$ cat config.mk
export PLATFORM = sky130hd
export DESIGN_NAME = traffic_signal_monitor
export DESIGN_NICKNAME = d
export VERILOG_FILES = /design/src/rtl/traffic_signal_monitor.sv
export SDC_FILE = /design/constraint.sdc
export NUM_CORES = 1
export LEC_CHECK = 0
export ABC_AREA = 1
export BUFFER_PORTS_ARGS = -buffer_cell sky130_fd_sc_hd__buf_4
export CAP_MARGIN = 0
export CORE_ASPECT_RATIO = 0.5
export CORE_UTILIZATION = 55
export CTS_CLUSTER_DIAMETER = 80
export DETAILED_ROUTE_END_ITERATION = 7
export GPL_TIMING_DRIVEN = 0
export PLACE_DENSITY_LB_ADDON = 0.05
export SYNTH_ARGS = -nofsm -noshare
export SYNTH_HDL_FRONTEND = slang
export SYNTH_SLANG_ARGS = --single-unit
$ cat constraint.sdc
create_clock -name clock -period 6.65 [get_ports clock]
set_input_delay 0 -clock clock [delete_from_list [all_inputs] [get_ports clock]]
set_output_delay 0 -clock clock [all_outputs]
set_load 0.005 [all_outputs]
$ cat src/rtl/traffic_signal_monitor.sv
// Receive-side checker for the controller lamp bus: decodes the phase, checks lamp heads
// for illegal codes, conflicts, short clearance and stuck outputs, and latches a fault.
module traffic_signal_monitor #(
    parameter int unsigned PERSIST   = 2,
    parameter int unsigned MIN_CLEAR = 500,
    parameter int unsigned MAX_HOLD  = 12000,
    parameter int unsigned CNT_W     = 16
) (
    input  logic             clock,
    input  logic             reset,
    input  logic [15:0]      vehicle_signal,
    input  logic [7:0]       ped_signal,
    input  logic             fault_clear,
    output logic [3:0]       phase_id,
    output logic             phase_valid,
    output logic [CNT_W-1:0] phase_cycles,
    output logic             fault,
    output logic [2:0]       fault_code,
    output logic             flash_req
);

    typedef enum logic [1:0] {IDLE = 2'd0, MON = 2'd1, PEND = 2'd2, FLT = 2'd3} state_t;

    localparam logic [CNT_W-1:0] CNT_MAX = '1;

    // Returns {match, id} for the 16 legal vehicle patterns.
    function automatic logic [4:0] decode_phase(input logic [15:0] veh);
        case (veh)
            16'h8844: return {1'b1, 4'd0};
            16'h4944: return {1'b1, 4'd1};
            16'h9444: return {1'b1, 4'd2};
            16'h1144: return {1'b1, 4'd3};
            16'h4488: return {1'b1, 4'd4};
            16'h4494: return {1'b1, 4'd5};
            16'h4449: return {1'b1, 4'd6};
            16'h4411: return {1'b1, 4'd7};
            16'h2244: return {1'b1, 4'd8};
            16'h8244: return {1'b1, 4'd9};
            16'h4244: return {1'b1, 4'd10};
            16'hA444: return {1'b1, 4'd11};
            16'h4428: return {1'b1, 4'd12};
            16'h4422: return {1'b1, 4'd13};
            16'h44A4: return {1'b1, 4'd14};
            16'h444A: return {1'b1, 4'd15};
            default:  return {1'b0, 4'd0};
        endcase
    endfunction

    function automatic logic nibble_bad(input logic [3:0] n);
        return (n == 4'h0) || (n[3] && n[2]) || (n[2] && n[1]) || (n[2] && n[0]);
    endfunction

    function automatic logic veh_go(input logic [3:0] n);
        return n[3] | n[1];
    endfunction

    // A pair of 11 is an illegal lamp, not a walk indication.
    function automatic logic ped_walk(input logic [1:0] p);
        return p == 2'b10;
    endfunction

    function automatic logic [CNT_W-1:0] sat_inc(input logic [CNT_W-1:0] c);
        return (c == CNT_MAX) ? c : c + {{(CNT_W-1){1'b0}}, 1'b1};
    endfunction

    state_t           state_q, state_d;
    logic [23:0]      bus_q, bus_d;
    logic [3:0]       phase_id_q, phase_id_d;
    logic             phase_valid_q, phase_valid_d;
    logic [CNT_W-1:0] phase_cnt_q, phase_cnt_d;
    logic [CNT_W-1:0] phase_cycles_q, phase_cycles_d;
    logic [CNT_W-1:0] hold_cnt_q, hold_cnt_d;
    logic [CNT_W-1:0] persist_cnt_q, persist_cnt_d;
    logic             clr_q;
    logic             fault_q, fault_d;
    logic [2:0]       fault_code_q, fault_code_d;

    logic [4:0]       dec_s;
    logic [15:0]      veh_s;
    logic [7:0]       ped_s;
    logic             illegal_s, veh_conf_s, ped_conf_s, unknown_s;
    logic [2:0]       static_code_s;
    logic             static_viol_s;
    logic             phase_chg_s, short_s, stuck_s, event_s;
    logic [2:0]       event_code_s;
    logic             clr_rise_s;
    logic [CNT_W-1:0] persist_inc_s;
    logic             static_hit_s;

    assign veh_s = bus_q[15:0];
    assign ped_s = bus_q[23:16];

    // Static checks on the registered bus; lowest code has priority.
    always_comb begin
        illegal_s = 1'b0;
        for (int i = 0; i < 4; i++) begin
            illegal_s = illegal_s | nibble_bad(veh_s[4*i +: 4]) | (ped_s[2*i +: 2] == 2'b11);
        end
        veh_conf_s = (veh_go(veh_s[15:12]) | veh_go(veh_s[11:8])) &
                     (veh_go(veh_s[7:4])   | veh_go(veh_s[3:0]));
        ped_conf_s = ((ped_walk(ped_s[7:6]) | ped_walk(ped_s[5:4])) &
                      (veh_go(veh_s[15:12]) | veh_go(veh_s[11:8]))) |
                     ((ped_walk(ped_s[3:2]) | ped_walk(ped_s[1:0])) &
                      (veh_go(veh_s[7:4])   | veh_go(veh_s[3:0])));
        unknown_s  = ~phase_valid_q;
        if (veh_conf_s) begin
            static_code_s = 3'd1;
        end else if (ped_conf_s) begin
            static_code_s = 3'd2;
        end else if (illegal_s) begin
            static_code_s = 3'd3;
        end else if (unknown_s) begin
            static_code_s = 3'd4;
        end else begin
            static_code_s = 3'd0;
        end
        static_viol_s = (static_code_s != 3'd0);
    end

    // Input stage, phase tracking, hold timer and event detection.
    always_comb begin
        bus_d          = {ped_signal, vehicle_signal};
        dec_s          = decode_phase(vehicle_signal);
        phase_valid_d  = dec_s[4];
        phase_id_d     = dec_s[4] ? dec_s[3:0] : phase_id_q;
        phase_chg_s    = (phase_id_d != phase_id_q);
        short_s        = phase_chg_s && phase_id_q[3] && (phase_cnt_q < CNT_W'(MIN_CLEAR));
        phase_cnt_d    = phase_chg_s ? {{(CNT_W-1){1'b0}}, 1'b1} : sat_inc(phase_cnt_q);
        phase_cycles_d = phase_chg_s ? phase_cnt_q : phase_cycles_q;
        hold_cnt_d     = (bus_d != bus_q) ? {CNT_W{1'b0}} : sat_inc(hold_cnt_q);
        stuck_s        = (hold_cnt_d == CNT_W'(MAX_HOLD));
        event_s        = short_s | stuck_s;
        event_code_s   = short_s ? 3'd5 : 3'd6;
        clr_rise_s     = fault_clear & ~clr_q;
        persist_inc_s  = static_viol_s ? sat_inc(persist_cnt_q) : {CNT_W{1'b0}};
        static_hit_s   = static_viol_s && (persist_inc_s == CNT_W'(PERSIST));
    end

    // Monitor FSM: next state, persistence counter and fault latch.
    always_comb begin
        state_d       = state_q;
        persist_cnt_d = {CNT_W{1'b0}};
        fault_d       = fault_q;
        fault_code_d  = fault_code_q;
        case (state_q)
            IDLE: begin
                fault_d      = 1'b0;
                fault_code_d = 3'd0;
                state_d      = phase_valid_q ? MON : IDLE;
            end
            MON, PEND: begin
                if (static_hit_s) begin
                    state_d      = FLT;
                    fault_d      = 1'b1;
                    fault_code_d = static_code_s;
                end else if (event_s) begin
                    state_d      = FLT;
                    fault_d      = 1'b1;
                    fault_code_d = event_code_s;
                end else if (static_viol_s) begin
                    state_d       = PEND;
                    persist_cnt_d = persist_inc_s;
                end else begin
                    state_d       = MON;
                end
            end
            FLT: begin
                if (clr_rise_s && !static_viol_s && !event_s) begin
                    state_d      = IDLE;
                    fault_d      = 1'b0;
                    fault_code_d = 3'd0;
                end else begin
                    state_d      = FLT;
                end
            end
            default: begin
                state_d      = IDLE;
                fault_d      = 1'b0;
                fault_code_d = 3'd0;
            end
        endcase
    end

    // State and datapath registers.
    always_ff @(posedge clock or negedge reset) begin
        if (!reset) begin
            state_q        <= IDLE;
            bus_q          <= 24'h000000;
            phase_id_q     <= 4'd0;
            phase_valid_q  <= 1'b0;
            phase_cnt_q    <= {CNT_W{1'b0}};
            phase_cycles_q <= {CNT_W{1'b0}};
            hold_cnt_q     <= {CNT_W{1'b0}};
            persist_cnt_q  <= {CNT_W{1'b0}};
            clr_q          <= 1'b0;
            fault_q        <= 1'b0;
            fault_code_q   <= 3'd0;
        end else begin
            state_q        <= state_d;
            bus_q          <= bus_d;
            phase_id_q     <= phase_id_d;
            phase_valid_q  <= phase_valid_d;
            phase_cnt_q    <= phase_cnt_d;
            phase_cycles_q <= phase_cycles_d;
            hold_cnt_q     <= hold_cnt_d;
            persist_cnt_q  <= persist_cnt_d;
            clr_q          <= fault_clear;
            fault_q        <= fault_d;
            fault_code_q   <= fault_code_d;
        end
    end

    assign phase_id     = phase_id_q;
    assign phase_valid  = phase_valid_q;
    assign phase_cycles = phase_cycles_q;
    assign fault        = fault_q;
    assign fault_code   = fault_code_q;
    assign flash_req    = fault_q;

endmodule

==> results by group <==
Outcome
  – Failing checks: hold timing
  – Status: finished with violations

Final layout
  – Fillers: about 1000
  – Post-Layout Cell Count: ~1200
  – N_diodes: 0
  – Design area: 0.007791 mm^2
  – Share of cells above drive strength 1: 15.63%
  – Area growth syn-to-layout: 17.91%
  – Final core utilization: between 60% and 70%
  – Multi-input gate area: between 0.003 and 0.004 mm^2
  – Sequential standard cell area: about 0.0025 mm^2
  – Nets: 1084

Placed design
  – Global placer's final weighted congestion: slightly below 1
  – PortBufs: 52
  – Post-DP HPWL: between 10 and 15 mm
  – Placed cells: 1173
  – Pre-CTS WS: between 3000 and 4000 ps
  – Area after DPL: slightly above 0.007 mm^2

Clocking
  – H-tree Lvls: 3
  – Root buf cell: clkbuf_16
  – Worst skew pair latency: between 300 and 400 ps
  – CTS Buf Count: 9
  – Clk sinks: 100
  – CTS tree: yes
  – Max clock buf depth: 2
  – Post_cts resized: 0
  – Clk pin slew, worst setup/hold paths: ~70 ps

Yosys
  – Syn avg cell area: roughly 6.9 um^2
  – Cell count after synthesis: 962
  – Total number of yosys warnings: 0
  – Area leader, netlist: dfrtp_1
  – Synthesized net count: 994
  – Distinct cells, synth: a little under 50
  – EDFF count, synth: 0
  – Synth top area cells: dfrtp_1 (38%), nand2_1 (16%), nor2_1 (8.0%)
  – Synthesized area: between 0.006 and 0.007 mm^2
  – Primary FF master, synth: dfrtp_1
  – Top-area cell type share of the netlist area: a little under two fifths
  – Yosys reg bits: 100
  – Share of the yosys chip area belonging to registers: between 30% and 40%
  – Fraction of registers with async set/reset: between 90% and 100%

Floorplan
  – Die H: 79.51 um
  – Rows: 27
  – Die X: around 160 um
  – Initial Util: roughly three fifths
  – Die Footprint: approximately 0.012 mm^2
  – I/O Pins: 53
  – CORE AREA: between 0.01 and 0.015 mm^2

Critical path
  – Slowest-stage cell, CP: dfrtp_1
  – CP Data Required Time: around 7000 ps
  – CP startpoint: hold_cnt_q[0]
  – CP max stage delay: about 420 ps
  – Top fanout value on the critical path: 8
  – Worst reg2reg path endpoint: fault
  – WP data arrival: roughly 3000 ps
  – Reg-to-Reg Start: hold_cnt_q[0]
  – Register-to-Register Path Depth: 18
  – Critical path class: register to register
  – CP top delay family: simple AND/OR/NAND/NOR gates
  – R2r setup slk: approximately 3900 ps
  – Critical Path Start Type: register
  – Worst setup endpoint: fault
  – CP bufs+invs: 3
  – Critical path cell sequence: ha_1 -> nand3_2 -> inv_2 -> nand2_1 -> inv_2 -> nand3_2 -> inv_2 -> nor2_1 -> nor2_1 -> nor2_1 -> nand4_1 -> nor2_1 -> nand2_1 -> nand3_1 -> nand2_2 -> nand2_2 -> nand2_1 -> nand2_1
  – Worst setup EP type: register
  – CP Depth: 18

STA
  – Setup Skew: roughly 8.3 ps
  – Worst-Margin Slew: 557.5 ps
  – Max-slew violations: 0
  – Setup slack after layout: 3857 ps
  – Final Hold Viols: 2
  – RSZ-0062 raised after global routing: false
  – Final setup fails: 0
  – Setup TNS: 0 ps
  – Final Hold Slack: -4.407 ps
  – Max Clk Rate: 0.3581 GHz
  – Max-slew headroom: a little over three fifths
  – Final Cycle Share: 42.00%
  – Tmin final: about 2800 ps

Worst hold path
  – Worst hold-check path type: input port to asynchronous set/reset pin

GRT
  – Vias in the first global route: ~6100
  – Largest net degree at the start of global routing: just over 100
  – Remaining Overflow, GRT: 0
  – Initial antenna violation count: 0
  – First-pass GRT wire length: 28.73 mm
  – GR Util All Layers: about 30%

Drt
  – DR iter-0 viols: between 400 and 500
  – Antenna-violating nets left: 0
  – Drc violations: 0
  – Wirelength, routed: around 18 mm
  – Vias per cell: about 5.3
  – Detailed-router iteration count before antenna repair: 5
  – Vias: ~6400
  – Drt wl/cell: around 14 um

Power
  – VDD IR max: between 0.15 and 0.2 mV
  – Leakage: slightly below 4 nW
  – Tot Pwr: around 1.6 mW
  – P per Cell Area: 198.9 mW/mm^2

Job
  – Max-cap violations: 0
cells in the final DEF, fill, tap and decap left out, types with 19 or more instances in the layout:
cell type / count
nand2_1: 289
nor2_1: 141
inv_1: 101
dfrtp_1: 100
nand3_1: 79
buf_4: 52
o21ai_0: 34
inv_2: 29
dlygate4sd3_1: 26
xor2_1: 19
cell type report:
class | instances | share of cell area [%]
Inverter | 130 | 6.263
Clock buffer | 12 | 3.292
Tap cell | 159 | 2.553
Buffer | 11 | 0.9635
Multi-Input combinational cell | 721 | 45.46
Sequential cell | 100 | 32.12
Clock inverter | 3 | 0.5942
Timing Repair Buffer | 79 | 8.752
power by group:
| part | switching, mW | total [mW] | internal (mW) |
|---|---|---|---|
| Sequential | 0.0550 | 0.723 | 0.668 |
| Combinational | 0.173 | 0.283 | 0.110 |
| Clock | 0.232 | 0.544 | 0.311 |
| Total | 0.460 | 1.55 | 1.09 |
kinds of logic after synthesis:
logic type | share of synthesized area [%]
xor+xnor | 4.620
flops | 37.87
fa+ha+maj | 0.9468
simple gates | 42.00
compound gates | 6.041
buf+inv | 8.521
synth_stat cells, types with 2 or more instances:
master / number
a211oi_1: 2
a21oi_1: 16
a21oi_2: 4
a31oi_1: 2
and2_1: 2
and3_1: 2
buf_2: 6
buf_6: 3
dfrtp_1: 100
ha_1: 5
inv_1: 101
inv_2: 29
nand2_1: 289
nand2_2: 10
nand3_1: 79
nand3_2: 11
nand3b_1: 3
nand4_1: 17
nand4_2: 2
nor2_1: 141
nor2_2: 13
nor2_4: 3
nor3_1: 15
nor3_2: 5
nor4_1: 5
o21ai_0: 34
o21ai_1: 8
or2_2: 3
xnor2_1: 14
xor2_1: 19
sequential cells by signal, indices dropped and copies added (netlist names):
register / cells
hold_cnt_q: 16
fault_code: 3
phase_id: 4
phase_valid: 1
fault: 1
bus_q: 24
state_q: 2
persist_cnt_q: 16
phase_cycles: 16
phase_cnt_q: 16
clr_q: 1
worst min-delay path by stage:
stage                                   to  slack, ps
final                     persist_cnt_q[9]         -4
after global routing      persist_cnt_q[9]          2
after CTS                            clr_q        310
after detailed placement             clr_q        120
after global placement           bus_q[17]        130
after floorplan                   bus_q[0]       -300
what timing repair did:
| action | in CTS | in global routing |
|---|---|---|
| endpoints found under the hold margin | 38 | 0 |
| hold buffers | 26 | 0 |
| buffers inserted | 0 | 0 |
routing by layer:
metal,vias to the layer above,wire length [um],track usage (%)
li1,3220,-,-
met1,3006,8268,39.15
met2,176,8238,50.98
met3,22,856,5.320
met4,0,223,8.252
met5,-,0,0
No activity file was read; power rests on OpenSTA's default activity.
